File: config.mk
export PLATFORM = sky130hd
export DESIGN_NAME = cbi_axil_regif_flat
export DESIGN_NICKNAME = d
export VERILOG_FILES = /design/src/rtl/cbi_axil_regif_if.sv /design/src/rtl/cbi_axil_regif.sv /design/src/flat_wrapper.sv
export SDC_FILE = /design/constraint.sdc
export NUM_CORES = 1
export LEC_CHECK = 0
export ABC_AREA = 1
export BUFFER_PORTS_ARGS = -buffer_cell sky130_fd_sc_hd__buf_2
export CAP_MARGIN = 20
export CORE_MARGIN = 5
export CORE_UTILIZATION = 49
export DETAILED_ROUTE_END_ITERATION = 8
export PLACE_DENSITY = 0.95
export SYNTH_ARGS = -nofsm -noshare
export SYNTH_HDL_FRONTEND = slang
export SYNTH_SLANG_ARGS = --single-unit
File: constraint.sdc
create_clock -name aclk -period 6.9 [get_ports aclk]
set_clock_uncertainty 0.05 [all_clocks]
set_input_delay 0.69 -clock aclk [delete_from_list [all_inputs] [get_ports aclk]]
set_output_delay 0.69 -clock aclk [all_outputs]
set_load 0.03 [all_outputs]
File: src/rtl/cbi_axil_regif_if.sv
// AXI4-Lite channel bundle for cbi_axil_regif.
//   slave  modport: seen by the register front-end (AW/W/AR/B-ready in, responses out)
//   master modport: seen by the bus master driving the front-end
// Parameters: DATA_W (data width, 32 or 64), ADDR_W (address width).
interface cbi_axil_regif_if #(
  parameter int DATA_W = 32,
  parameter int ADDR_W = 32
);
  logic [ADDR_W-1:0]   awaddr;
  logic                awvalid;
  logic                awready;
  logic [DATA_W-1:0]   wdata;
  logic [DATA_W/8-1:0] wstrb;
  logic                wvalid;
  logic                wready;
  logic [1:0]          bresp;
  logic                bvalid;
  logic                bready;
  logic [ADDR_W-1:0]   araddr;
  logic                arvalid;
  logic                arready;
  logic [DATA_W-1:0]   rdata;
  logic [1:0]          rresp;
  logic                rvalid;
  logic                rready;

  modport slave (
    input  awaddr, awvalid, wdata, wstrb, wvalid, bready, araddr, arvalid, rready,
    output awready, wready, bresp, bvalid, arready, rdata, rresp, rvalid
  );

  modport master (
    output awaddr, awvalid, wdata, wstrb, wvalid, bready, araddr, arvalid, rready,
    input  awready, wready, bresp, bvalid, arready, rdata, rresp, rvalid
  );
endinterface

File: src/rtl/cbi_axil_regif.sv
// AXI4-Lite slave front-end converting bus transactions into a simple
// register bus for CBI980-family cores.
// Ports:
//   aclk, arstn          clock; asynchronous active-low reset (sync release)
//   axi                  AXI4-Lite slave channels (cbi_axil_regif_if.slave)
//   reg_wr_addr/data/strb, reg_wr_en   single-cycle register write
//   reg_wr_err           core rejects the write (sampled with reg_wr_en)
//   reg_rd_addr, reg_rd_en             level read request
//   reg_rd_data, reg_rd_valid          read return from the core
module cbi_axil_regif #(
  parameter int DATA_W        = 32,
  parameter int ADDR_W        = 32,
  parameter int REG_AW        = 3,
  parameter int ALLOW_PARTIAL = 1,
  parameter int RD_TIMEOUT    = 15
) (
  input  logic                aclk,
  input  logic                arstn,
  cbi_axil_regif_if.slave     axi,
  output logic [REG_AW-1:0]   reg_wr_addr,
  output logic [DATA_W-1:0]   reg_wr_data,
  output logic [DATA_W/8-1:0] reg_wr_strb,
  output logic                reg_wr_en,
  input  logic                reg_wr_err,
  output logic [REG_AW-1:0]   reg_rd_addr,
  output logic                reg_rd_en,
  input  logic [DATA_W-1:0]   reg_rd_data,
  input  logic                reg_rd_valid
);
  localparam int STRB_W = DATA_W / 8;
  localparam int LSB    = $clog2(STRB_W);
  localparam int IDX_HI = LSB + REG_AW;
  localparam bit PARTIAL_OK = (ALLOW_PARTIAL != 0);

  localparam logic [1:0] RESP_OKAY   = 2'b00;
  localparam logic [1:0] RESP_SLVERR = 2'b10;
  localparam logic [1:0] RESP_DECERR = 2'b11;

  typedef enum logic [1:0] {W_IDLE, W_ISSUE, W_RESP} wstate_t;
  typedef enum logic [1:0] {R_IDLE, R_ISSUE, R_RESP} rstate_t;

  // Reset synchroniser: assert asynchronously, release after two aclk edges.
  logic [1:0] rst_sync;
  logic       rst_n;

  always_ff @(posedge aclk or negedge arstn) begin
    if (!arstn) rst_sync <= '0;
    else        rst_sync <= {rst_sync[0], 1'b1};
  end
  assign rst_n = rst_sync[1];

  // ---------------- write path ----------------
  wstate_t             wstate, wstate_nx;
  logic                aw_full, w_full, aw_decerr;
  logic [REG_AW-1:0]   aw_idx;
  logic [DATA_W-1:0]   w_data;
  logic [STRB_W-1:0]   w_strb;
  logic [1:0]          bresp_q, wr_resp;
  logic                aw_hs, w_hs, strb_ok;

  assign axi.awready = rst_n & ~aw_full & (wstate == W_IDLE);
  assign axi.wready  = rst_n & ~w_full  & (wstate == W_IDLE);
  assign axi.bvalid  = (wstate == W_RESP);
  assign axi.bresp   = bresp_q;
  assign aw_hs       = axi.awvalid & axi.awready;
  assign w_hs        = axi.wvalid  & axi.wready;
  assign strb_ok     = PARTIAL_OK | (&w_strb);

  assign reg_wr_addr = aw_idx;
  assign reg_wr_data = w_data;
  assign reg_wr_strb = w_strb;

  always_ff @(posedge aclk or negedge rst_n) begin
    if (!rst_n) wstate <= W_IDLE;
    else        wstate <= wstate_nx;
  end

  always_comb begin
    wstate_nx = wstate;
    reg_wr_en = 1'b0;
    wr_resp   = RESP_OKAY;
    unique case (wstate)
      // Incoming handshakes count as already held so the issue cycle
      // directly follows the last of the AW/W handshakes.
      W_IDLE:  if ((aw_full | aw_hs) & (w_full | w_hs)) wstate_nx = W_ISSUE;
      W_ISSUE: begin
        reg_wr_en = ~aw_decerr & strb_ok;
        if (aw_decerr)                   wr_resp = RESP_DECERR;
        else if (!strb_ok || reg_wr_err) wr_resp = RESP_SLVERR;
        wstate_nx = W_RESP;
      end
      W_RESP:  if (axi.bready) wstate_nx = W_IDLE;
      default: wstate_nx = W_IDLE;
    endcase
  end

  always_ff @(posedge aclk or negedge rst_n) begin
    if (!rst_n) begin
      aw_full   <= 1'b0;
      w_full    <= 1'b0;
      aw_decerr <= 1'b0;
      aw_idx    <= '0;
      w_data    <= '0;
      w_strb    <= '0;
      bresp_q   <= RESP_OKAY;
    end else begin
      if (aw_hs) begin
        aw_full   <= 1'b1;
        aw_idx    <= axi.awaddr[IDX_HI-1:LSB];
        aw_decerr <= |axi.awaddr[ADDR_W-1:IDX_HI];
      end else if (wstate == W_RESP && axi.bready) begin
        aw_full <= 1'b0;
      end
      if (w_hs) begin
        w_full <= 1'b1;
        w_data <= axi.wdata;
        w_strb <= axi.wstrb;
      end else if (wstate == W_RESP && axi.bready) begin
        w_full <= 1'b0;
      end
      if (wstate == W_ISSUE) bresp_q <= wr_resp;
    end
  end

  // ---------------- read path ----------------
  rstate_t             rstate, rstate_nx;
  logic [REG_AW-1:0]   rd_idx;
  logic [7:0]          rd_cnt;
  logic [DATA_W-1:0]   rdata_q;
  logic [1:0]          rresp_q;
  logic                ar_hs, rd_decerr, rd_timeout;

  assign axi.arready = rst_n & (rstate == R_IDLE);
  assign axi.rvalid  = (rstate == R_RESP);
  assign axi.rdata   = rdata_q;
  assign axi.rresp   = rresp_q;
  assign ar_hs       = axi.arvalid & axi.arready;
  assign rd_decerr   = |axi.araddr[ADDR_W-1:IDX_HI];
  // Counter is 0 in the first request cycle, so the request lasts RD_TIMEOUT cycles.
  assign rd_timeout  = (rd_cnt == 8'(RD_TIMEOUT - 1));
  assign reg_rd_en   = (rstate == R_ISSUE);
  assign reg_rd_addr = rd_idx;

  always_ff @(posedge aclk or negedge rst_n) begin
    if (!rst_n) rstate <= R_IDLE;
    else        rstate <= rstate_nx;
  end

  always_comb begin
    rstate_nx = rstate;
    unique case (rstate)
      R_IDLE:  if (ar_hs) rstate_nx = rd_decerr ? R_RESP : R_ISSUE;
      R_ISSUE: if (reg_rd_valid || rd_timeout) rstate_nx = R_RESP;
      R_RESP:  if (axi.rready) rstate_nx = R_IDLE;
      default: rstate_nx = R_IDLE;
    endcase
  end

  always_ff @(posedge aclk or negedge rst_n) begin
    if (!rst_n) begin
      rd_idx  <= '0;
      rd_cnt  <= '0;
      rdata_q <= '0;
      rresp_q <= RESP_OKAY;
    end else begin
      if (ar_hs) begin
        rd_idx <= axi.araddr[IDX_HI-1:LSB];
        rd_cnt <= '0;
        if (rd_decerr) begin
          rdata_q <= '0;
          rresp_q <= RESP_DECERR;
        end
      end
      if (rstate == R_ISSUE) begin
        rd_cnt <= rd_cnt + 8'd1;
        if (reg_rd_valid) begin
          rdata_q <= reg_rd_data;
          rresp_q <= RESP_OKAY;
        end else if (rd_timeout) begin
          rdata_q <= '0;
          rresp_q <= RESP_SLVERR;
        end
      end
    end
  end

  // Byte-offset address bits carry no meaning for a register index.
  logic unused_addr_lsbs;
  assign unused_addr_lsbs = ^{axi.awaddr[LSB-1:0], axi.araddr[LSB-1:0]};
endmodule

File: src/flat_wrapper.sv
// flat-port wrapper written by rule: the top's interface ports become plain ports
module cbi_axil_regif_flat 
#(
  parameter int DATA_W        = 32,
  parameter int ADDR_W        = 32,
  parameter int REG_AW        = 3,
  parameter int ALLOW_PARTIAL = 1,
  parameter int RD_TIMEOUT    = 15
)
  (aclk, arstn, reg_wr_addr, reg_wr_data, reg_wr_strb, reg_wr_en, reg_wr_err, reg_rd_addr, reg_rd_en, reg_rd_data, reg_rd_valid, axi_awaddr, axi_awvalid, axi_wdata, axi_wstrb, axi_wvalid, axi_bready, axi_araddr, axi_arvalid, axi_rready, axi_awready, axi_wready, axi_bresp, axi_bvalid, axi_arready, axi_rdata, axi_rresp, axi_rvalid);
  cbi_axil_regif_if #(.DATA_W(DATA_W), .ADDR_W(ADDR_W)) axi_i ();
  input  logic aclk;
  input  logic arstn;
  output logic [REG_AW-1:0] reg_wr_addr;
  output logic [DATA_W-1:0] reg_wr_data;
  output logic [DATA_W/8-1:0] reg_wr_strb;
  output logic reg_wr_en;
  input  logic reg_wr_err;
  output logic [REG_AW-1:0] reg_rd_addr;
  output logic reg_rd_en;
  input  logic [DATA_W-1:0] reg_rd_data;
  input  logic reg_rd_valid;
  input wire logic [$bits(axi_i.awaddr)-1:0] axi_awaddr;
  input wire logic [$bits(axi_i.awvalid)-1:0] axi_awvalid;
  input wire logic [$bits(axi_i.wdata)-1:0] axi_wdata;
  input wire logic [$bits(axi_i.wstrb)-1:0] axi_wstrb;
  input wire logic [$bits(axi_i.wvalid)-1:0] axi_wvalid;
  input wire logic [$bits(axi_i.bready)-1:0] axi_bready;
  input wire logic [$bits(axi_i.araddr)-1:0] axi_araddr;
  input wire logic [$bits(axi_i.arvalid)-1:0] axi_arvalid;
  input wire logic [$bits(axi_i.rready)-1:0] axi_rready;
  output wire logic [$bits(axi_i.awready)-1:0] axi_awready;
  output wire logic [$bits(axi_i.wready)-1:0] axi_wready;
  output wire logic [$bits(axi_i.bresp)-1:0] axi_bresp;
  output wire logic [$bits(axi_i.bvalid)-1:0] axi_bvalid;
  output wire logic [$bits(axi_i.arready)-1:0] axi_arready;
  output wire logic [$bits(axi_i.rdata)-1:0] axi_rdata;
  output wire logic [$bits(axi_i.rresp)-1:0] axi_rresp;
  output wire logic [$bits(axi_i.rvalid)-1:0] axi_rvalid;
  assign axi_i.awaddr = axi_awaddr;
  assign axi_i.awvalid = axi_awvalid;
  assign axi_i.wdata = axi_wdata;
  assign axi_i.wstrb = axi_wstrb;
  assign axi_i.wvalid = axi_wvalid;
  assign axi_i.bready = axi_bready;
  assign axi_i.araddr = axi_araddr;
  assign axi_i.arvalid = axi_arvalid;
  assign axi_i.rready = axi_rready;
  assign axi_awready = axi_i.awready;
  assign axi_wready = axi_i.wready;
  assign axi_bresp = axi_i.bresp;
  assign axi_bvalid = axi_i.bvalid;
  assign axi_arready = axi_i.arready;
  assign axi_rdata = axi_i.rdata;
  assign axi_rresp = axi_i.rresp;
  assign axi_rvalid = axi_i.rvalid;
  cbi_axil_regif #(.DATA_W(DATA_W), .ADDR_W(ADDR_W), .REG_AW(REG_AW), .ALLOW_PARTIAL(ALLOW_PARTIAL), .RD_TIMEOUT(RD_TIMEOUT)) u_core (.aclk(aclk), .arstn(arstn), .axi(axi_i), .reg_wr_addr(reg_wr_addr), .reg_wr_data(reg_wr_data), .reg_wr_strb(reg_wr_strb), .reg_wr_en(reg_wr_en), .reg_wr_err(reg_wr_err), .reg_rd_addr(reg_rd_addr), .reg_rd_en(reg_rd_en), .reg_rd_data(reg_rd_data), .reg_rd_valid(reg_rd_valid));
endmodule
==> impl_results.md, run 1 <==
* Layout cells sized above 1 at 0.403
* Avg Vias per Cell at between 4 and 5
* Final Slew Violations at 0
* Warning count from the yosys run at 0
* Synth-to-layout area growth at 32.4%
* Setup ws final at 4.33 ns
* Placed insts at between 800 and 900
* Routability cong. at ~0.85
* Post-Syn Instances at 492
* H-tree Lvls at 3
* Met3 usage at 0.0622
* Final Hold Vio Count at 0
* Antenna-violating nets left at 0
* Reg-to-Reg End: u_core.wstate[0]$_DFFE_PN0P_
* Antenna diode count at 0
* Hold Crit Class: input pin to async pin
* Vias in the first global route at approximately 4.0k
* Post-synth top area share at 0.552
* Seq/Total Area, Yosys at 0.552
* GR peak layer: met2
* Crit path time final at around 2.6 ns
* # setup viols final at 0
* Die W at about 100 µm
* Final non-filler cell total at 825
* Leading area contributor after synthesis: dfrtp_1
* VDD IR max at between 0.1 and 0.15 mV
* Post-Route WL at around 11000 µm
* GRT Residual Overflow at 0
* Fin Setup TNS at 0 ns
* Initial drt markers at around 160
* Worst-Margin Slew at around 0.69 ns
* Core Region at 0.00864 mm²
* Critical Path RT at about 7.1 ns
* Reg2Reg Setup Slack at 4.33 ns
* Nets@finish at 855
* Overall Global Routing Usage at 0.209
* Top_reg_cell synth: dfrtp_1
* Vias at between 3k and 4k
* RSZ-0062 raised after global routing: no
* Ys async rst share at 1.00
* R2R depth at 6
* CTS resizes at 0
* Die area at between 0.01 and 0.015 mm²
* Routing usage on met1 at 0.268
* Postcts setup bufs at 0
* Row count at 34
* Synth area leaders: dfrtp_1 55%, nand2_1 20%, nand3_2 6.5%
* Highest clock rate at slightly below 400 MHz
* Setup crit start kind: register
* Critical path type: register to register
* Netlist cell types at 34
* RR Startpoint: u_core.rst_sync[1]$_DFF_PN0_
* Die Span Y at 104 µm
* Relative slew margins at 0.539
* Post-synth top cells: 225 x nand2_1, 95 x dfrtp_1, 37 x nor2_1
* DR WL/cell at between 10 and 15 µm
* Largest net degree at the start of global routing at 54
* Hold Buf Count CTS at 0
* Hold Slack at 0.0497 ns
* Worst skew pair latency at around 0.35 ns
* Most common cell in the netlist: nand2_1
* Tcrit/Tclk final at 0.373
* Post-synth EDFFs at 0
* I/O Buffers at 221
* Syn avg cell area at 8.75 µm²
* CTS tree: yes
* Max-Cap Viols at 0
* Post-DP HPWL at approximately 8500 µm
* Root Buffer: clkbuf_8
* Maximum fanout along the worst path at 42
* CTS buffer count at 9
* Initial core utilization at 0.498
* Worst-case clock buffer depth at 2
* Worst Path Arrival at ~2.8 ns
* I/O pin cnt at ~230
* Total power at 1830 µW
* Post-Syn Area at about 0.0043 mm²
* Power Dens Cells at between 300 and 400 mW/mm²
* Status: completed
* Lkg Pwr at about 0.0034 µW
* Drc violations at 0
* Met2 Usage GRT at 0.345
* First-pass GRT wire length at roughly 19000 µm
* Worst slack at placement at 4.34 ns
* Post-synthesis register bit count at 95
* Synthesized Nets at 635
* Critical Path End Type: register
* Clock-pin slew on the worst setup and hold paths at about 0.10 ns
* Pre-antenna DRT Iters at 4
* Antenna violations before repair at 0
* CTS Sinks at between 90 and 100
-- per-stage QoR --
step | util | instance area, µm²
after floorplan | - | 4300
after global placement | 0.631 | 5450
after detailed placement | 0.631 | 5450
after CTS | 0.660 | 5700
after global routing | 0.660 | 5700
final | 0.660 | 5700
-- routing by layer --
metal | vias to the layer above | wire length, µm
met5 | - | 0
met4 | 0 | 99
met3 | 10 | 1140
met2 | 189 | 5410
met1 | 1813 | 4640
li1 | 1962 | -
-- power breakdown --
part / total, µW / switching (µW) / internal, µW / leakage (µW)
combinational: 628 / 446 / 183 / 0.00202
clock: 448 / 202 / 246 / 0.000122
sequential: 750 / 68.1 / 682 / 0.00123
total: 1830 / 716 / 1110 / 0.00337
-- sequential cells by signal, summed over array words and instances (netlist names) --
register	flops
u_core.aw_decerr	1
u_core.aw_full	1
u_core.axi.bresp	2
u_core.axi.rdata	32
u_core.axi.rresp	2
u_core.rd_cnt	8
u_core.reg_rd_addr	3
u_core.reg_wr_addr	3
u_core.reg_wr_data	32
u_core.reg_wr_strb	4
u_core.rst_sync	2
u_core.rstate	2
u_core.w_full	1
u_core.wstate	2
-- how the worst max path moves through the flow --
| stage | startpoint | endpoint | slack, ns | cells past startpoint |
|---|---|---|---|---|
| floorplan | u_core.rst_sync[1]$_DFF_PN0_ | u_core.aw_decerr$_DFFE_PN0P_ | 2.97 | 6 |
| global placement | u_core.rst_sync[1]$_DFF_PN0_ | u_core.wstate[0]$_DFFE_PN0P_ | 4.35 | 6 |
| detailed placement | u_core.rst_sync[1]$_DFF_PN0_ | u_core.wstate[0]$_DFFE_PN0P_ | 4.34 | 6 |
| CTS | u_core.rst_sync[1]$_DFF_PN0_ | axi_wready | 4.30 | 3 |
| global route | u_core.rst_sync[1]$_DFF_PN0_ | u_core.wstate[0]$_DFFE_PN0P_ | 4.02 | 6 |
| finish | u_core.rst_sync[1]$_DFF_PN0_ | u_core.wstate[0]$_DFFE_PN0P_ | 4.33 | 6 |
-- critical path, cell delays in order (launching register included) --
cell and delay [ns]:
dfrtp_4 0.79, inv_2 0.16, nor3_4 0.24, nand2_2 0.44, inv_4 0.48, nor2_1 0.12
nor3_2 0.16
-- cells by family after synthesis --
logic type | count (synthesis) | share of synthesized area
mux | 1 | 0.00262
flops | 95 | 0.552
compound gates | 20 | 0.0299
other cells | 1 | 0.000871
simple gates | 323 | 0.347
buf+inv | 50 | 0.0616
fa+ha+maj | 2 | 0.00581
-- layout make-up --
class	count	area, µm²
inverters	35	141
flip-flops and latches	95	2380
clock buffers	9	124
fillers	703	2940
clock inverters	7	126
multi-input cells	347	1660
well taps	108	135
repair buffers	224	1130
-- placed cells by master, fill, tap and decap left out, types with 4 or more instances in the layout --
cell type,instances
inv_1,28
nor2_1,37
nand3_2,28
clkbuf_8,9
buf_2,221
nand3_1,15
inv_2,4
nand2_1,225
a21oi_1,5
dfrtp_1,94
o21ai_0,9
(Power assumes the default switching activity.)
==> inputs of run 2 (changes only) <==
Settings changed: CORE_UTILIZATION 49 to 41, PLACE_DENSITY 0.95 to 0.86.
Clock period 6.9 ns to 2.1 ns, I/O delays scaled along.
==> impl_results.md, run 2 (synthesis results as in run 1) <==
* Status: completed
* Worst-case clock buffer depth at 2 (unchanged)
* Critical Path RT at 1.84 ns (-5.27 ns)
* Crit path buf inv count at 2 (unchanged)
* Final Hold Vio Count at 0 (unchanged)
* Worst hold start: axi_wdata[1]
* CTS Sinks at 95 (unchanged)
* R2R depth at 7 (+1)
* Maximum fanout along the worst path at 4 (-90%)
* Initial drt markers at 285 (+77%)
* CP max stage delay at 0.42 ns (-0.37 ns)
* H-tree Lvls at 3 (unchanged)
* Die area at 0.0126 mm² (+18%)
* GRT Residual Overflow at 0 (unchanged)
* Synth-to-layout area growth at 46.6%
* Cell Chain, Critical Path: inv_2 > nand2_2 > nor3_4 > buf_2
* Hold Buf Count CTS at 59 (+59)
* DR WL/cell at 13.9 µm (+1.6%)
* Highest clock rate at around 590 MHz
* Antenna diode count at 0 (unchanged)
* I/O pin cnt at 226 (unchanged)
* Layout cells sized above 1 at 0.370 (-0.0330)
* Critical path type: register to primary output
* Worst skew pair latency at 0.35 ns (about the same)
* Setup crit start kind: register
* Crit path time final at 1.69 ns
* CP top delay family: flip-flops
* Overall Global Routing Usage at 0.200 (-0.00881)
* Vias at 4223 (+6.3%)
* # setup viols final at 0 (unchanged)
* Avg Vias per Cell at 4.61 (-4.4%)
* Hold Crit Class: input pin to register
* Root Buffer: clkbuf_8
* Die Span Y at 112 µm (+8.4%)
* Largest net degree at the start of global routing at 55 (+1.9%)
* Clock-pin slew on the worst setup and hold paths at 0.09 ns (about the same)
* Lkg Pwr at 0.00360 µW (+6.8%)
* Hold path endpoint: u_core.reg_wr_data[1]$_DFFE_PN0P_
* Tcrit/Tclk final at 0.806
* CTS tree: yes
* Relative slew margins at 0.558 (+0.0186)
* CTS buffer count at 9 (unchanged)
* Row count at 37 (+8.8%)
* Initial core utilization at 0.419 (-0.0796)
* Postcts setup bufs at 0 (unchanged)
* Nets@finish at 919 (+7.5%)
* Critical Path End Type: primary output
* Final core utilization at 0.614 (-0.0459)
* Worst slack at placement at 0.466 ns (-3.87 ns)
* Routability cong. at 0.787 (-7.5%)
* Power Dens Cells at 911 mW/mm² (+180%)
* Post-DP HPWL at 8280 µm (-3.1%)
* Vias in the first global route at 4335 (+9.0%)
* First-pass GRT wire length at 20700 µm (+9.8%)
* Post-Route WL at 12700 µm (+13%)
* Die W at 112 µm (+8.4%)
* Slowest CP cell: dfrtp_1
* Most common cell after layout, fill and taps aside: nand2_1
* Commonest non-fill, non-tap cells in the layout: 225 x nand2_1, 221 x buf_2, 94 x dfrtp_1
* Pre-antenna DRT Iters at 4 (unchanged)
* Antenna-violating nets left at 0 (unchanged)
* Antenna violations before repair at 1 (+1)
* RSZ-0062 raised after global routing: no
* Drc violations at 0 (unchanged)
* CTS resizes at 0 (unchanged)
* Max-Cap Viols at 0 (unchanged)
* Setup ws final at 0.406 ns (-3.92 ns)
* VDD IR max at 0.736 mV (+480%)
* Total power at 5750 µW (+210%)
* Core Region at 0.0103 mm² (+19%)
* Worst Path Arrival at 1.43 ns (-1.35 ns)
* Post-route cell area at 0.00631 mm² (+11%)
* Final Slew Violations at 0 (unchanged)
* Reg-to-Reg End: u_core.axi.rresp[0]$_DFF_PN0_
* RR Startpoint: u_core.rd_cnt[0]$_DFFE_PN0P_
* Worst-Margin Slew at 0.664 ns (-0.0254 ns)
* I/O Buffers at 221 (unchanged)
* Reg2Reg Setup Slack at 0.47 ns (-3.86 ns)
* Placement-stage cell area at 0.00553 mm² (+1.6%)
* WHS Path Cells at 3
-- run 2: worst max path at each step --
stage	start	end	slack, ns	cells after the start
4_1_cts	u_core.wstate[0]$_DFFE_PN0P_	axi_wready	0.36	4
5_1_grt	u_core.rst_sync[1]$_DFF_PN0_	u_core.axi.rdata[23]$_DFF_PN0_	0.27	2
3_3_place_gp	u_core.rst_sync[1]$_DFF_PN0_	u_core.axi.rdata[23]$_DFF_PN0_	0.48	2
3_5_place_dp	u_core.rst_sync[1]$_DFF_PN0_	u_core.axi.rdata[23]$_DFF_PN0_	0.47	2
6_report	u_core.wstate[0]$_DFFE_PN0P_	axi_wready	0.41	4
2_1_floorplan	u_core.rst_sync[1]$_DFF_PN0_	u_core.axi.rdata[14]$_DFF_PN0_	-0.18	8
-- run 2: routing by layer --
layer / vias up / global-route usage / wire length [µm]
met3: 32 / 0.0539 / 1040
met4: 2 / 0.0737 / 322
li1: 2086 / - / -
met2: 185 / 0.337 / 6130
met1: 1918 / 0.248 / 5240
met5: - / 0 / 7
-- run 2: final cells by class --
class	count	area (µm²)
fillers	850	3970
clock inverters	4	31.3
well taps	136	170
repair buffers	288	1760
flip-flops and latches	95	2380
clock buffers	12	135
inverters	35	149
multi-input cells	347	1680
-- run 2: where the power goes --
part	total [µW]	internal, µW	switching, µW
Combinational	2220	689	1530
Clock	1060	437	622
Sequential	2470	2240	227
Total	5750	3370	2380
-- run 2: metrics by stage --
stage	hold slack (ns)	instances	TNS (ns)
3_3_place_gp	-0.0507	840	0
4_1_cts	0.000408	915	0
2_1_floorplan	-0.136	492	-6.05
3_5_place_dp	-0.0512	840	0
5_1_grt	0.0131	917	0
6_report	0.0221	917	0
-- run 2: worst reg2reg max path: cells and delay by family, from the launching register on --
family                     cells  cell delay (ns)
adders and majority gates      1             0.19
AOI/OAI and AO/OA              2             0.35
buffers and inverters          2             0.44
and+or+nand+nor                2             0.17
DFF                            1             0.38
==> inputs of run 3 (changes only) <==
Settings changed: ABC_AREA 1 to 0, CORE_UTILIZATION 41 to 40.
Clock period 2.1 ns to 1.4 ns, I/O delays scaled along.
==> impl_results.md, run 3 <==
* Core Region at 0.00973 mm² (-5.3%)
* Worst-case clock buffer depth at 2 (unchanged)
* Setup ws final at -0.421 ns (-0.828 ns)
* RSZ-0062 raised after global routing: yes
* Vias in the first global route at 4358 (+0.53%)
* Setup crit start kind: register
* Reg-to-Reg End: u_core.axi.rdata[30]$_DFF_PN0_
* Antenna-violating nets left at 0 (unchanged)
* Most common cell after layout, fill and taps aside: buf_2
* Highest clock rate at 549 MHz
* Relative slew margins at 0.545 (-0.0121)
* Crit. Startpoint: u_core.rd_cnt[0]$_DFFE_PN0P_
* Die W at 110 µm (-2.4%)
* Post-synth top cells: 95 x dfrtp_1, 32 x a32o_1, 30 x mux2_4
* Post-Synth Adder-Cell Area at 0.00628 (+0.000469)
* Failing checks: negative setup slack
* Root Buffer: clkbuf_8
* Antenna diode count at 0 (unchanged)
* I/O Buffers at 221 (unchanged)
* Critical Path RT at 1.60 ns (-0.24 ns)
* Warning count from the yosys run at 0 (unchanged)
* Most common cell in the netlist: dfrtp_1
* Largest family of logic cells by synthesized area: multiplexers
* Syn avg cell area at 14.3 µm² (+63%)
* Initial drt markers at 192 (-33%)
* Critical path type: register to register
* Initial core utilization at 0.409 (-0.00946)
* Netlist cell types at 36 (+5.9%)
* Hold Slack at 0.0272 ns (+0.00507 ns)
* Synth area leaders: dfrtp_1 60%, mux2_4 11%, a32o_1 8.0%
* Critical Path End Type: register
* # setup viols final at 82 (+82)
* Compound-Gate Fraction of Synth Area at 0.121 (+0.0907)
* Lkg Pwr at 0.00360 µW (about the same)
* CTS buffer count at 9 (unchanged)
* Post-synth top area share at 0.597 (+0.0446)
* Worst Path Arrival at 2.02 ns (+0.59 ns)
* Post-DP HPWL at 9010 µm (+8.9%)
* First-pass GRT wire length at 22600 µm (+9.2%)
* RR Startpoint: u_core.rd_cnt[0]$_DFFE_PN0P_
* Xor-xnor portion of the synthesized cell area at 0.00220 (+0.00220)
* Max-Cap Viols at 0 (unchanged)
* Seq/Total Area, Yosys at 0.597 (+0.0446)
* Overall Global Routing Usage at 0.248 (+0.0478)
* Post-Route WL at 15300 µm (+20%)
* Mux share of post-synthesis cell area at 0.150 (+0.147)
* Die Span Y at 110 µm (-2.4%)
* Final non-filler cell total at 769 (-16%)
* Ys async rst share at 1.00 (unchanged)
* DR WL/cell at 19.9 µm (+43%)
* CTS tree: yes
* Row count at 36 (-2.7%)
* Maximum fanout along the worst path at 8 (+4)
* Worst skew pair latency at 0.36 ns (about the same)
* Final Hold Vio Count at 0 (unchanged)
* Post-Syn Instances at 279 (-43%)
* Vias at 4037 (-4.4%)
* Reg2Reg Setup Slack at -0.42 ns (-0.89 ns)
* GRT Residual Overflow at 0 (unchanged)
* Avg Vias per Cell at 5.25 (+14%)
* Total power at 11100 µW (+93%)
* Crit path time final at around 1.8 ns
* Post-synth EDFFs at 0 (unchanged)
* Die area at 0.0121 mm² (-4.7%)
* Largest net degree at the start of global routing at 55 (unchanged)
* Worst-Margin Slew at 0.682 ns (+0.0182 ns)
* Status: complete, but fails checks
* Power Dens Cells at 1580 mW/mm² (+74%)
* Hold Crit Class: input pin to register
* Layout cells sized above 1 at 0.579 (+0.209)
* Tcrit/Tclk final at 1.30
* Drc violations at 0 (unchanged)
* Synthesized Nets at 422 (-34%)
* End of the critical path: u_core.axi.rdata[30]$_DFF_PN0_
* Synth-to-layout area growth at 75.5%
* Clock-pin slew on the worst setup and hold paths at 0.10 ns (about the same)
* Pre-antenna DRT Iters at 4 (unchanged)
* I/O pin cnt at 226 (unchanged)
* Synth Area in Simple Gates at 0.0911 (-0.256)
* Post-Syn Area at 0.00398 mm² (-7.5%)
* Placed insts at 651 (-23%)
* H-tree Lvls at 3 (unchanged)
* Antenna violations before repair at 0 (-1)
* Nets@finish at 774 (-16%)
* Commonest non-fill, non-tap cells in the layout: 214 x buf_2, 94 x dfrtp_1, 77 x dlygate4sd3_1
* VDD IR max at 1.39 mV (+88%)
* Final Slew Violations at 0 (unchanged)
* Leading area contributor after synthesis: dfrtp_1
* CTS Sinks at 95 (unchanged)
* Top_reg_cell synth: dfrtp_1
* Post-synthesis register bit count at 95 (unchanged)
* Routability cong. at 0.848 (+7.8%)
* R2R depth at 7 (unchanged)
[run 3: cell count changes in the layout (fill, tap and decap cells not counted), sizes merged, moves of 3 or more]
cell and change:
a32o +32, buf +50, clkinv +3, dlygate4sd3 +16, inv -29, mux2 +42
nand2 -221, nand2b +3, nand3 -35, nand4 +4, nor2 -32, nor3 -4
nor4 +13, o21ai +5
[run 3: kinds of logic (layout without fill, tap and decap cells)]
| family | Yosys count | count (layout) |
|---|---|---|
| buffers and inverters | 19 | 376 |
| AO/OA/AOI/OAI | 59 | 59 |
| other | 1 | 1 |
| flip-flops | 95 | 95 |
| XOR/XNOR | 1 | 1 |
| adder cells (fa/ha/maj) | 2 | 2 |
| AND/OR/NAND/NOR | 59 | 59 |
| multiplexers | 43 | 43 |
[run 3: layout make-up]
type                       count  area (µm²)
clock buffer                   9         124
sequential                    95        2380
multi-input combinational    165        1660
tap                          133         166
clock inverter                 7        91.3
fill                         621        2740
timing repair buffer         355        2550
inverter                       5        23.8
[run 3: layer usage]
metal,vias up,track usage,routed length [µm]
met3,50,0.0746,1340
met2,248,0.455,8010
met4,0,0.0962,580
met5,-,0,0
met1,1967,0.265,5350
li1,1772,-,-
[run 3: power breakdown]
| part | internal, µW | switching (µW) |
|---|---|---|
| clock | 867 | 1070 |
| combinational | 2320 | 2770 |
| sequential | 3470 | 569 |
[run 3: worst min-delay path by stage]
stage	start	endpoint	slack [ns]	depth (start not counted)
after floorplan	arstn	u_core.rst_sync[0]$_DFF_PN0_	-0.21	0
after global placement	arstn	u_core.rst_sync[0]$_DFF_PN0_	-0.12	1
after detailed placement	arstn	u_core.rst_sync[1]$_DFF_PN0_	-0.12	1
after CTS	reg_wr_err	u_core.axi.bresp[1]$_DFFE_PN0N_	0.01	3
after global routing	arstn	u_core.rst_sync[0]$_DFF_PN0_	0.02	2
final	reg_wr_err	u_core.axi.bresp[1]$_DFFE_PN0N_	0.03	3
[run 3: worst max-delay path, stage by stage, from the launching register on]
cell	delay, ns
dfrtp_1	0.39
inv_1	0.06
ha_1	0.15
nand4b_1	0.15
o41ai_2	0.31
nand2_2	0.14
buf_4	0.19
a32o_1	0.27
[run 3: per-stage QoR]
step	util	worst slack, ns	instance area (µm²)	TNS [ns]
6_report	0.718	-0.421	6990	-26.08
3_5_place_dp	0.564	-0.355	5490	-16.30
5_1_grt	0.718	-0.518	6990	-32.52
4_1_cts	0.703	-0.368	6840	-22.18
2_1_floorplan	-	-1.15	4060	-75.86
3_3_place_gp	0.564	-0.295	5490	-13.15
[run 3: repair_timing]
item | 4_1_cts | 5_1_grt
hold buffers | 77 | 0
pin swaps | 4 | 8
setup buffers | 13 | 10
endpoints found under the setup margin | 90 | 91
gates resized for setup | 46 | 20
gates cloned | 3 | 1
endpoints found under the hold margin | 80 | 0
